### src/rtl/bht_update_ctrl_if.sv
// Fetch/resolve/SRAM signal bundle for bht_update_ctrl.
// slave = controller side, master = surrounding fetch/resolve/SRAM side.
interface bht_update_ctrl_if #(
    parameter int IDXW = 6
);
    logic            lookupValid;
    logic [IDXW-1:0] lookupIdx;
    logic            lookupGrant;
    logic            predValid;
    logic            predTaken;
    logic            resolveValid;
    logic [IDXW-1:0] resolveIdx;
    logic            resolveTaken;
    logic            resolveReady;
    logic            tblEn;
    logic            tblWe;
    logic [IDXW-1:0] tblIdx;
    logic [1:0]      tblWdata;
    logic [1:0]      tblRdata;
    logic            initBusy;

    modport slave (
        input  lookupValid, lookupIdx, resolveValid, resolveIdx, resolveTaken, tblRdata,
        output lookupGrant, predValid, predTaken, resolveReady,
        output tblEn, tblWe, tblIdx, tblWdata, initBusy
    );

    modport master (
        output lookupValid, lookupIdx, resolveValid, resolveIdx, resolveTaken, tblRdata,
        input  lookupGrant, predValid, predTaken, resolveReady,
        input  tblEn, tblWe, tblIdx, tblWdata, initBusy
    );
endinterface

### src/rtl/bht_update_ctrl.sv
// BHT controller: arbitrates lookups against FIFO-buffered read-modify-write counter updates.
// Define BHT_INIT_SWEEP_EN to sweep every entry to weakly-not-taken (2'b01) after reset.
module bht_update_ctrl #(
    parameter int ENTRIES = 64,
    parameter int QDEPTH  = 4,
    parameter int IDXW    = $clog2(ENTRIES)
) (
    input logic              clk,
    input logic              reset,
    bht_update_ctrl_if.slave bus
);
    localparam int PTRW = $clog2(QDEPTH);
    localparam int CNTW = PTRW + 1;

`ifdef BHT_INIT_SWEEP_EN
    typedef enum logic [1:0] {ST_INIT = 2'd0, ST_RUN = 2'd1, ST_UPD_WR = 2'd2} state_t;
    localparam state_t RST_STATE = ST_INIT;
    logic [IDXW-1:0] init_cnt_q, init_cnt_d;
`else
    typedef enum logic [1:0] {ST_RUN = 2'd1, ST_UPD_WR = 2'd2} state_t;
    localparam state_t RST_STATE = ST_RUN;
`endif

    state_t          state_q, state_d;
    logic [CNTW-1:0] count_q, count_d;
    logic [PTRW-1:0] rd_ptr_q, rd_ptr_d;
    logic [PTRW-1:0] wr_ptr_q, wr_ptr_d;
    logic [IDXW-1:0] fifo_idx_q [QDEPTH];
    logic [IDXW-1:0] fifo_idx_d [QDEPTH];
    logic            fifo_tkn_q [QDEPTH];
    logic            fifo_tkn_d [QDEPTH];
    logic            pred_valid_q, pred_valid_d;

    logic            fifo_full_s, fifo_empty_s, enq_s, pop_s, grant_s, ready_s;
    logic            tbl_en_s, tbl_we_s;
    logic [IDXW-1:0] tbl_idx_s, head_idx_s;
    logic [1:0]      tbl_wdata_s;
    logic            head_tkn_s;

    function automatic logic [1:0] next_ctr(input logic [1:0] ctr, input logic taken);
        logic [1:0] nxt;
        case ({taken, ctr})
            3'b1_00: nxt = 2'b01;
            3'b1_01: nxt = 2'b11;
            3'b1_10: nxt = 2'b11;
            3'b1_11: nxt = 2'b11;
            3'b0_11: nxt = 2'b10;
            default: nxt = 2'b00;
        endcase
        return nxt;
    endfunction

    assign fifo_full_s  = (count_q == CNTW'(QDEPTH));
    assign fifo_empty_s = (count_q == {CNTW{1'b0}});
    assign head_idx_s   = fifo_idx_q[rd_ptr_q];
    assign head_tkn_s   = fifo_tkn_q[rd_ptr_q];

    // Arbitration FSM: next state and SRAM command; everything held quiet while reset is high.
    always_comb begin
        state_d     = state_q;
        grant_s     = 1'b0;
        ready_s     = 1'b0;
        pop_s       = 1'b0;
        tbl_en_s    = 1'b0;
        tbl_we_s    = 1'b0;
        tbl_idx_s   = {IDXW{1'b0}};
        tbl_wdata_s = 2'b00;
`ifdef BHT_INIT_SWEEP_EN
        init_cnt_d  = init_cnt_q;
`endif
        if (reset) begin
            state_d = RST_STATE;
        end else begin
            case (state_q)
`ifdef BHT_INIT_SWEEP_EN
                ST_INIT: begin
                    tbl_en_s    = 1'b1;
                    tbl_we_s    = 1'b1;
                    tbl_idx_s   = init_cnt_q;
                    tbl_wdata_s = 2'b01;
                    init_cnt_d  = init_cnt_q + 1'b1;
                    if (init_cnt_q == IDXW'(ENTRIES - 1)) begin
                        state_d = ST_RUN;
                    end else begin
                        state_d = ST_INIT;
                    end
                end
`endif
                ST_RUN: begin
                    ready_s = !fifo_full_s;
                    // A full FIFO outranks lookups so updates cannot starve.
                    if (fifo_full_s) begin
                        tbl_en_s  = 1'b1;
                        tbl_idx_s = head_idx_s;
                        state_d   = ST_UPD_WR;
                    end else if (bus.lookupValid) begin
                        grant_s   = 1'b1;
                        tbl_en_s  = 1'b1;
                        tbl_idx_s = bus.lookupIdx;
                    end else if (!fifo_empty_s) begin
                        tbl_en_s  = 1'b1;
                        tbl_idx_s = head_idx_s;
                        state_d   = ST_UPD_WR;
                    end else begin
                        tbl_en_s  = 1'b0;
                    end
                end
                ST_UPD_WR: begin
                    ready_s     = !fifo_full_s;
                    tbl_en_s    = 1'b1;
                    tbl_we_s    = 1'b1;
                    tbl_idx_s   = head_idx_s;
                    tbl_wdata_s = next_ctr(bus.tblRdata, head_tkn_s);
                    pop_s       = 1'b1;
                    state_d     = ST_RUN;
                end
                default: begin
                    state_d = RST_STATE;
                end
            endcase
        end
    end

    assign enq_s = bus.resolveValid && ready_s;

    // Update FIFO bookkeeping; readiness is from the registered count, so a pop never frees a same-cycle slot.
    always_comb begin
        fifo_idx_d = fifo_idx_q;
        fifo_tkn_d = fifo_tkn_q;
        if (enq_s) begin
            fifo_idx_d[wr_ptr_q] = bus.resolveIdx;
            fifo_tkn_d[wr_ptr_q] = bus.resolveTaken;
            wr_ptr_d             = wr_ptr_q + 1'b1;
        end else begin
            wr_ptr_d             = wr_ptr_q;
        end
        if (pop_s) begin
            rd_ptr_d = rd_ptr_q + 1'b1;
        end else begin
            rd_ptr_d = rd_ptr_q;
        end
        count_d      = count_q + CNTW'(enq_s) - CNTW'(pop_s);
        pred_valid_d = grant_s;
    end

    // Control state registers with synchronous reset.
    always_ff @(posedge clk) begin
        if (reset) begin
            state_q      <= RST_STATE;
            count_q      <= {CNTW{1'b0}};
            rd_ptr_q     <= {PTRW{1'b0}};
            wr_ptr_q     <= {PTRW{1'b0}};
            pred_valid_q <= 1'b0;
`ifdef BHT_INIT_SWEEP_EN
            init_cnt_q   <= {IDXW{1'b0}};
`endif
        end else begin
            state_q      <= state_d;
            count_q      <= count_d;
            rd_ptr_q     <= rd_ptr_d;
            wr_ptr_q     <= wr_ptr_d;
            pred_valid_q <= pred_valid_d;
`ifdef BHT_INIT_SWEEP_EN
            init_cnt_q   <= init_cnt_d;
`endif
        end
    end

    // FIFO payload storage; validity is tracked by the pointers alone.
    always_ff @(posedge clk) begin
        fifo_idx_q <= fifo_idx_d;
        fifo_tkn_q <= fifo_tkn_d;
    end

    assign bus.lookupGrant  = grant_s;
    assign bus.resolveReady = ready_s;
    assign bus.tblEn        = tbl_en_s;
    assign bus.tblWe        = tbl_we_s;
    assign bus.tblIdx       = tbl_idx_s;
    assign bus.tblWdata     = tbl_wdata_s;
    assign bus.predValid    = pred_valid_q;
    // The SRAM output register supplies the counter the cycle after the grant.
    assign bus.predTaken    = pred_valid_q & bus.tblRdata[1];
`ifdef BHT_INIT_SWEEP_EN
    assign bus.initBusy     = (state_q == ST_INIT);
`else
    assign bus.initBusy     = 1'b0;
`endif
endmodule
### src/flat_wrapper.sv
// flat-port wrapper written by rule: the top's interface ports become plain ports
module bht_update_ctrl_flat 
#(
    parameter int ENTRIES = 64,
    parameter int QDEPTH  = 4,
    parameter int IDXW    = $clog2(ENTRIES)
)
  (clk, reset, bus_lookupValid, bus_lookupIdx, bus_resolveValid, bus_resolveIdx, bus_resolveTaken, bus_tblRdata, bus_lookupGrant, bus_predValid, bus_predTaken, bus_resolveReady, bus_tblEn, bus_tblWe, bus_tblIdx, bus_tblWdata, bus_initBusy);
  bht_update_ctrl_if #(.IDXW(IDXW)) bus_i ();
  input logic clk;
  input logic reset;
  input wire logic [$bits(bus_i.lookupValid)-1:0] bus_lookupValid;
  input wire logic [$bits(bus_i.lookupIdx)-1:0] bus_lookupIdx;
  input wire logic [$bits(bus_i.resolveValid)-1:0] bus_resolveValid;
  input wire logic [$bits(bus_i.resolveIdx)-1:0] bus_resolveIdx;
  input wire logic [$bits(bus_i.resolveTaken)-1:0] bus_resolveTaken;
  input wire logic [$bits(bus_i.tblRdata)-1:0] bus_tblRdata;
  output wire logic [$bits(bus_i.lookupGrant)-1:0] bus_lookupGrant;
  output wire logic [$bits(bus_i.predValid)-1:0] bus_predValid;
  output wire logic [$bits(bus_i.predTaken)-1:0] bus_predTaken;
  output wire logic [$bits(bus_i.resolveReady)-1:0] bus_resolveReady;
  output wire logic [$bits(bus_i.tblEn)-1:0] bus_tblEn;
  output wire logic [$bits(bus_i.tblWe)-1:0] bus_tblWe;
  output wire logic [$bits(bus_i.tblIdx)-1:0] bus_tblIdx;
  output wire logic [$bits(bus_i.tblWdata)-1:0] bus_tblWdata;
  output wire logic [$bits(bus_i.initBusy)-1:0] bus_initBusy;
  assign bus_i.lookupValid = bus_lookupValid;
  assign bus_i.lookupIdx = bus_lookupIdx;
  assign bus_i.resolveValid = bus_resolveValid;
  assign bus_i.resolveIdx = bus_resolveIdx;
  assign bus_i.resolveTaken = bus_resolveTaken;
  assign bus_i.tblRdata = bus_tblRdata;
  assign bus_lookupGrant = bus_i.lookupGrant;
  assign bus_predValid = bus_i.predValid;
  assign bus_predTaken = bus_i.predTaken;
  assign bus_resolveReady = bus_i.resolveReady;
  assign bus_tblEn = bus_i.tblEn;
  assign bus_tblWe = bus_i.tblWe;
  assign bus_tblIdx = bus_i.tblIdx;
  assign bus_tblWdata = bus_i.tblWdata;
  assign bus_initBusy = bus_i.initBusy;
  bht_update_ctrl #(.ENTRIES(ENTRIES), .QDEPTH(QDEPTH), .IDXW(IDXW)) u_core (.clk(clk), .reset(reset), .bus(bus_i));
endmodule
### config.mk
export PLATFORM = sky130hd
export DESIGN_NAME = bht_update_ctrl_flat
export DESIGN_NICKNAME = d
export VERILOG_FILES = /design/src/rtl/bht_update_ctrl_if.sv /design/src/rtl/bht_update_ctrl.sv /design/src/flat_wrapper.sv
export SDC_FILE = /design/constraint.sdc
export NUM_CORES = 1
export LEC_CHECK = 0
export ABC_AREA = 1
export CAP_MARGIN = 20
export CORE_MARGIN = 1
export CORE_UTILIZATION = 57
export CTS_CLUSTER_SIZE = 20
export DETAILED_ROUTE_END_ITERATION = 8
export PLACE_DENSITY = 0.85
export SYNTH_ARGS = -nofsm -noshare
export SYNTH_HDL_FRONTEND = slang
export SYNTH_SLANG_ARGS = --single-unit
### constraint.sdc
create_clock -name clk -period 3 [get_ports clk]
set_input_delay 0.45 -clock clk [delete_from_list [all_inputs] [get_ports clk]]
set_output_delay 0.45 -clock clk [all_outputs]
set_load 0.005 [all_outputs]
# Word level (Yosys, flattened, before mapping)
# Index checks and enable logic that the tools add are counted.
# totals
regBits	38
output_inout_bits	15
# classes
bitwise	4
n_lt_le_gt_ge	3
n_eq_ne	10
reduce_logical	8
muxes	36
n_addsub	4
# ops
operator	n
$mux 6	7
$bwmux 24	1
$eq 3x3->1 const B	5
$mux 1	15
$bmux 6 s2	1
$demux 6 s2	1
$pmux 6 s2	1
$mux 2	5
$ge 3x3->1 const B	2
$not 2->3	2
$pmux 2 s3	1
$add 2x1->2 const B	2
$bwmux 4	1
$ne 2x1->1 const B	2
$reduce_or 2->1	2
$add 3x1->3	1
$eq 3x2->1 const B	1
$logic_not 3->1	1
$lt 3x1->1 const B	1
$reduce_or 3->1	1
$sub 3x1->3	1
$bmux 1 s2	1
$demux 1 s2	1
$eq 2x1->1 const B	1
other kinds (7)	8

# Logic depth before layout (Yosys ltp)
# Gate-level depths: netlist of run 1.
# depth
word_depth	9
depth_mapped	10
depth_no_buf	10

# Worst setup path before layout of run 1
# No wires, ideal clock.
# synth_timing
path_type	reg-to-reg
startpoint	register u_core.state_q[0]
endpoint	register u_core.count_q[2]
required_ns	2.886
period_less_slack_ns	1.922
setup_time_ns	0.114
path_stages_with_launch	11
setup_slack_ns	1.078
arrival_time_ns	1.807
cell_sequence	dfxtp_1 inv_1 ha_1 inv_2 nor2_1 ha_1 inv_1 ha_1 fa_1 xor2_1 nor2_1
# synth_between
word_cells_on_any_way	10
cone_classes	add/sub: 2; eq/ne: 2; mux: 4; reduce/logical: 2
# synth_rtl
item	line	rtl
from (decl)	bht_update_ctrl.sv:24	state_t state_q, state_d;
from (signal assigned)	bht_update_ctrl.sv:158	state_q <= state_d;
$eq 2x2->1	n/a	
$mux 1 (2 in series)	n/a	
net bus_tblWe	flat_wrapper.sv:23	output wire logic [$bits(bus_i.tblWe)-1:0] bus_tblWe;
$sub 3x1->3	bht_update_ctrl.sv:142	count_d = count_q + CNTW'(enq_s) - CNTW'(pop_s);
to (signal assigned)	bht_update_ctrl.sv:150	count_q <= {CNTW{1'b0}};
to (signal assigned)	bht_update_ctrl.sv:159	count_q <= count_d;
to (decl)	bht_update_ctrl.sv:25	logic [CNTW-1:0] count_q, count_d;
# The timed path passes the listed nets, and every way through them passes these cells.
# A chain may end at the register's enable or synchronous reset.

# Worst setup path in the final report of run 1
# layout_timing
startpoint	input bus_lookupValid
endpoint	output bus_tblIdx[5]
# layout_between
elab_chain_cells	4
# layout_lines
item	line	rtl
from (decl)	flat_wrapper.sv:12	input wire logic [$bits(bus_i.lookupValid)-1:0] bus_lookupValid;
$mux 6	bht_update_ctrl.sv:96	end else if (bus.lookupValid) begin
$mux 6	bht_update_ctrl.sv:92	if (fifo_full_s) begin
$pmux 6 s2	bht_update_ctrl.sv:74	case (state_q)
$mux 6	bht_update_ctrl.sv:71	if (reset) begin
to (decl)	flat_wrapper.sv:24	output wire logic [$bits(bus_i.tblIdx)-1:0] bus_tblIdx;
# No other way between the ends.

==> reports/summary.txt, run 1 <==
Hold Path Class = reg -> reg
Antenna diodes = 0
Hold Vio Cnt, Final = 0
vias in the first global route = 1403
Die Wd = 62.1 um
Die H = 62.1 um
Post-DP HPWL = 2670 um
total grt overflow = 0
Die Area = 3860 um^2
Hold Crit Endpoint = u_core.wr_ptr_q[1]$_SDFFE_PP0P_
WP data required = 2.55 ns
unique cell type count in the Yosys netlist = 24
R2R Path End = u_core.count_q[2]$_SDFF_PP0_
share of post-route cells with drive strength above 1 = 16.5%
Max IR drop VDD = 376 uV
Lkg Pwr = 1.04 nW
gr usage total = 21.8%
CTS root buffer = clkbuf_4
total I/O pin count = 34
pin count of the biggest net entering global routing = 17
Post-Route Skew = 0.0150 ns
Site Rows = 21
max-slew violations = 0
setup bufs post-CTS = 0
setup TNS = 0 ns
CTS tree = yes
Startpoint Class = primary input
Critical Path End Type = output port
Clock Latency Late Sink = 0.35 ns
Hold Slack = 0.520 ns
final non-filler cell total = 312
Hold-fix buffers, CTS = 0
global-route wire length before repair = 6440 um
Yosys reg bits = 38
depth of the most critical reg-to-reg path = 10
WHS Path Cells = 2
Cells after DPL = 304
setup violators final = 0
setup slack, reg-to-reg = 0.87 ns
routed len/inst = 11.7 um
Remaining DRCs = 0
Fill cells = 252
Worst slew margin = 55.2%
Initial DRT Pass Iterations = 4
initial drt markers = 66
Area Growth Syn to Fin = 18.8%
Post-Route WL = 3650 um
worst reg2reg startpoint = u_core.state_q[0]$_SDFFE_PP1P_
final net count = 293
Slew @ Worst Pin = 0.672 ns
final RePlAce weighted congestion = 0.741
via count = 1476
P per Cell Area = 589 nW/um^2
Port Buffers = 32
syn_area_per_cell = 9.00 um^2
post-CTS resize count = 0
CORE AREA = 3390 um^2
initial antenna violation count = 0
CP arrival = 2.15 ns
area share of the largest cell type after synthesis = 40.8%
Final Cell Area = 2450 um^2
final worst-path cycle share = 86.6%
top cells by area, synth = edfxtp_1, nand2_1, dfxtp_1, nor2_1, ha_1
Syn Inst Count = 229
Num CTS Buffers = 5
most common cell after layout, fill and taps aside = nand2_1
Clock transition at path regs = 0.10 ns
Vias per Instance = 4.73
register area share after synthesis = 50.5%
Max-cap violations = 0
RSZ-0062 raised after global routing = false
status = complete, no violations
CP Max Fanout = 9
CP Class = in -> out
hold path start = u_core.wr_ptr_q[1]$_SDFFE_PP0P_
number of routed nets with antenna violations = 0
minimum clock period = 2.60 ns
H-tree Lvls = 2
Initial Util = 60.8%
fmax = 0.385 GHz
post-synth top area cell = edfxtp_1
synthesized area = 2060 um^2
Clock Tree Buf Depth = 2
net count after synthesis = 257
dpl cell area = 2390 um^2
most frequent cells in the layout = nand2_1, nor2_1, clkdlybuf4s50_1
Yosys warning total = 0
# clock sinks = 38
-- how the worst max path moves through the flow --
stage	start	end	cells past startpoint
final	bus_lookupValid	bus_tblIdx[5]	8
after global routing	u_core.rd_ptr_q[0]$_SDFFE_PP0P_	bus_tblWdata[1]	7
after CTS	bus_lookupValid	bus_tblIdx[1]	8
after detailed placement	reset	u_core.count_q[2]$_SDFF_PP0_	8
after global placement	bus_lookupValid	bus_tblIdx[1]	8
after floorplan	u_core.state_q[0]$_SDFFE_PP1P_	u_core.count_q[2]$_SDFF_PP0_	10
-- cells in the mapped netlist --
master / n
buf_4: 3
dfxtp_1: 10
inv_1: 25
nand3_4: 1
inv_2: 4
nor2_8: 1
nor2_2: 2
nand2_2: 16
a21oi_1: 5
nand3_1: 13
fa_1: 1
conb_1: 1
nand2_1: 59
o21ai_0: 4
edfxtp_1: 28
nand3_2: 7
buf_2: 1
buf_12: 1
buf_6: 3
xor2_1: 2
nor2_1: 32
inv_8: 1
nor3_1: 1
ha_1: 8
-- cell families after synthesis --
group	synth area share, %
AND/OR/NAND/NOR	30.7
buffers and inverters	9.77
flip-flops	50.5
AO/OA/AOI/OAI	2.19
adder cells (fa/ha/maj)	5.83
XOR/XNOR	0.850
other	0.182
-- state kept, by name, summed over array words and instances, names as in the netlist --
name,flops
u_core.count_q,3
u_core.rd_ptr_q,2
u_core.fifo_tkn_q,4
u_core.state_q,2
u_core.wr_ptr_q,2
u_core.bus.predValid,1
u_core.fifo_idx_q,24
-- power breakdown --
part / internal [mW] / leakage, nW / switching [mW]
logic: 0.242 / 0.680 / 0.285
registers: 0.627 / 0.335 / 0.0400
clock network: 0.0870 / 0.0286 / 0.161
total: 0.956 / 1.04 / 0.487
-- area by class of cell --
cell class	count	area [um^2]	share of cell area [%]
sequential	38	1040	42.5
timing repair buffer	37	358	14.6
inverter	30	120	4.91
tap	46	57.6	2.35
clock inverter	3	16.3	0.664
multi-input combinational	153	818	33.4
clock buffer	5	37.5	1.53
-- critical path, stage by stage --
cell and delay (ns):
clkdlybuf4s50_1 0.63, nor2_1 0.07, nand2_1 0.18, nand3_1 0.09, nand2_1 0.08, nor2_1 0.05, nor2_1 0.09, clkdlybuf4s50_1 0.50
-- through the flow --
step                setup WS (ns)  utilization (%)  total power, mW
detailed placement          0.383             70.7             1.21
finish                      0.403             72.2             1.44
CTS                         0.395             72.2             1.45
floorplan                    1.08                -             1.02
global placement            0.414             70.7             1.19
global route                0.193             72.2             1.56
-- metal layers --
layer / vias up / part of all wire [%] / global-route usage, %
met5: - / 0 / 0
met4: 0 / 2.4 / 11.6
met3: 8 / 4.2 / 4.60
met2: 33 / 50 / 36.4
met1: 644 / 43 / 26.5
li1: 791 / - / -
Power figures use the tool's default switching activity.
==> inputs of run 2 (changes only) <==
Settings changed: CORE_UTILIZATION 57 to 62, CTS_BUF_LIST set to sky130_fd_sc_hd__clkbuf_2 sky130_fd_sc_hd__clkbuf_4 sky130_fd_sc_hd__clkbuf_8, CTS_CLUSTER_SIZE 20 to 14, DONT_BUFFER_PORTS set to 1, PLACE_DENSITY 0.85 to 0.78.
==> reports/summary.txt, run 2 (synthesis results as in run 1) <==
status = complete, no violations
Lkg Pwr = 0.924 nW (-12%)
Area Growth Syn to Fin = 3.89%
fmax = 0.451 GHz (+17%)
Hold Crit Endpoint = u_core.count_q[0]$_SDFF_PP0_
setup violators final = 0 (unchanged)
Startpoint Class = register
Final Cell Area = 2140 um^2 (-13%)
Hold-fix buffers, CTS = 0 (unchanged)
Hold Slack = 0.161 ns (-0.359 ns)
Design Power = 1.51 mW (+4.9%)
Max-cap violations = 0 (unchanged)
Initial DRT Pass Iterations = 4 (unchanged)
CTS root buffer = clkbuf_4
worst reg2reg startpoint = u_core.state_q[0]$_SDFFE_PP1P_
P per Cell Area = 707 nW/um^2 (+20%)
Die Wd = 59.7 um (-4.0%)
Clock Latency Late Sink = 0.34 ns (about the same)
gr usage total = 23.8% (+1.9 points)
max-slew violations = 0 (unchanged)
pin count of the biggest net entering global routing = 17 (unchanged)
Antenna diodes = 0 (unchanged)
max FFs per register = 24 (unchanged)
Largest regs = u_core.fifo_idx_q (24), u_core.fifo_tkn_q (4), u_core.count_q (3)
final non-filler cell total = 273 (-13%)
# clock sinks = 38 (unchanged)
final RePlAce weighted congestion = 0.838 (+13%)
Hold Vio Cnt, Final = 0 (unchanged)
dpl cell area = 2030 um^2 (-15%)
Fill cells = 267 (+6.0%)
setup bufs post-CTS = 0 (unchanged)
Remaining DRCs = 0 (unchanged)
final net count = 256 (-13%)
Finished Core Util = 69.0% (-3.2 points)
CORE AREA = 3100 um^2 (-8.5%)
RSZ-0062 raised after global routing = false
most frequent cells in the layout = nand2_1, nor2_1, edfxtp_1
Max IR drop VDD = 378 uV (+0.39%)
Num CTS Buffers = 5 (unchanged)
Cells after DPL = 265 (-13%)
WHS Path Cells = 1 (-1)
R2R Path End = u_core.count_q[2]$_SDFF_PP0_
Clock Tree Buf Depth = 2 (unchanged)
post-route setup slack = 0.785 ns (+0.382 ns)
Slew @ Worst Pin = 0.687 ns (+0.0149 ns)
CP Max Fanout = 16 (+7)
pre-CTS WS = 0.898 ns (+0.515 ns)
Site Rows = 20 (-4.8%)
Initial Util = 66.4% (+5.6 points)
number of routed nets with antenna violations = 0 (unchanged)
total grt overflow = 0 (unchanged)
Die H = 59.7 um (-4.0%)
final worst-path cycle share = 73.8% (-13 points)
Critical Path End Type = output port
Post-Route Skew = 0.0138 ns (-0.00122 ns)
Vias per Instance = 5.29 (+12%)
Worst slew margin = 54.2% (-1.0 points)
Post-Route WL = 3850 um (+5.4%)
Port Buffers = 0 (-100%)
share of post-route cells with drive strength above 1 = 17.5% (+0.93 points)
routed len/inst = 14.1 um (+20%)
initial drt markers = 99 (+50%)
depth of the most critical reg-to-reg path = 10 (unchanged)
via count = 1445 (-2.1%)
H-tree Lvls = 2 (unchanged)
WP data required = 2.55 ns (about the same)
Post-DP HPWL = 2830 um (+6.2%)
CP arrival = 1.77 ns (-0.38 ns)
Die Area = 3560 um^2 (-7.8%)
minimum clock period = 2.22 ns (-0.382 ns)
Clock transition at path regs = 0.12 ns (+0.02 ns)
global-route wire length before repair = 6010 um (-6.6%)
initial antenna violation count = 0 (unchanged)
total I/O pin count = 34 (unchanged)
Largest Register = u_core.fifo_idx_q
setup TNS = 0 ns (unchanged)
vias in the first global route = 1310 (-6.6%)
Hold Path Class = in -> reg
setup slack, reg-to-reg = 0.86 ns (about the same)
CP Class = reg -> out
post-CTS resize count = 0 (unchanged)
hold path start = reset
most common cell after layout, fill and taps aside = nand2_1
CTS tree = yes
run 2: cell count changes in the layout (fill, tap and decap cells not counted):
| cell | change |
|---|---|
| clkinv_4 | +1 |
| bufinv_16 | +2 |
| clkinvlp_4 | -1 |
| clkinv_1 | -1 |
| buf_4 | -5 |
| clkinv_2 | -1 |
| clkdlybuf4s50_1 | -32 |
run 2: how the worst max path moves through the flow:
stage                                    start                      endpoint  slack, ns  cells after the start
6_report       u_core.rd_ptr_q[0]$_SDFFE_PP0P_                 bus_tblIdx[5]       0.78                      7
2_1_floorplan   u_core.state_q[0]$_SDFFE_PP1P_  u_core.count_q[2]$_SDFF_PP0_       1.08                     10
5_1_grt        u_core.rd_ptr_q[0]$_SDFFE_PP0P_                 bus_tblIdx[5]       0.60                      6
4_1_cts        u_core.rd_ptr_q[0]$_SDFFE_PP0P_                 bus_tblIdx[5]       0.78                      7
3_3_place_gp    u_core.state_q[0]$_SDFFE_PP1P_  u_core.count_q[2]$_SDFF_PP0_        1.0                     10
3_5_place_dp    u_core.state_q[0]$_SDFFE_PP1P_  u_core.count_q[2]$_SDFF_PP0_       0.90                     10
run 2: routing by layer:
metal / global-route usage (%) / part of all wire, % / wire (um)
met1: 30.5 / 41 / 1580
met2: 36.3 / 50 / 1920
met3: 8.23 / 7.0 / 269
met4: 11.0 / 2.0 / 76
met5: 0 / 0 / 0
run 2: power breakdown:
| group | leakage, nW | switching, mW | total (mW) | internal (mW) |
|---|---|---|---|---|
| Sequential | 0.335 | 0.0442 | 0.673 | 0.628 |
| Clock | 0.0554 | 0.169 | 0.430 | 0.261 |
| Combinational | 0.534 | 0.268 | 0.412 | 0.145 |
run 2: layout make-up:
type	count	area, um^2	area share [%]
Clock inverter	3	68.8	3.21
Sequential cell	38	1040	48.6
Inverter	30	120	5.61
Tap cell	44	55.1	2.57
Multi-Input combinational cell	153	818	38.2
Clock buffer	5	37.5	1.75
run 2: critical path, cell delays in order (launching register included):
cell     delay [ns]
dfxtp_1        0.79
inv_8          0.14
nand2_1        0.10
nand3_1        0.08
nand2_2        0.11
nor2_1         0.05
nor2_1         0.09
nor2_1         0.06
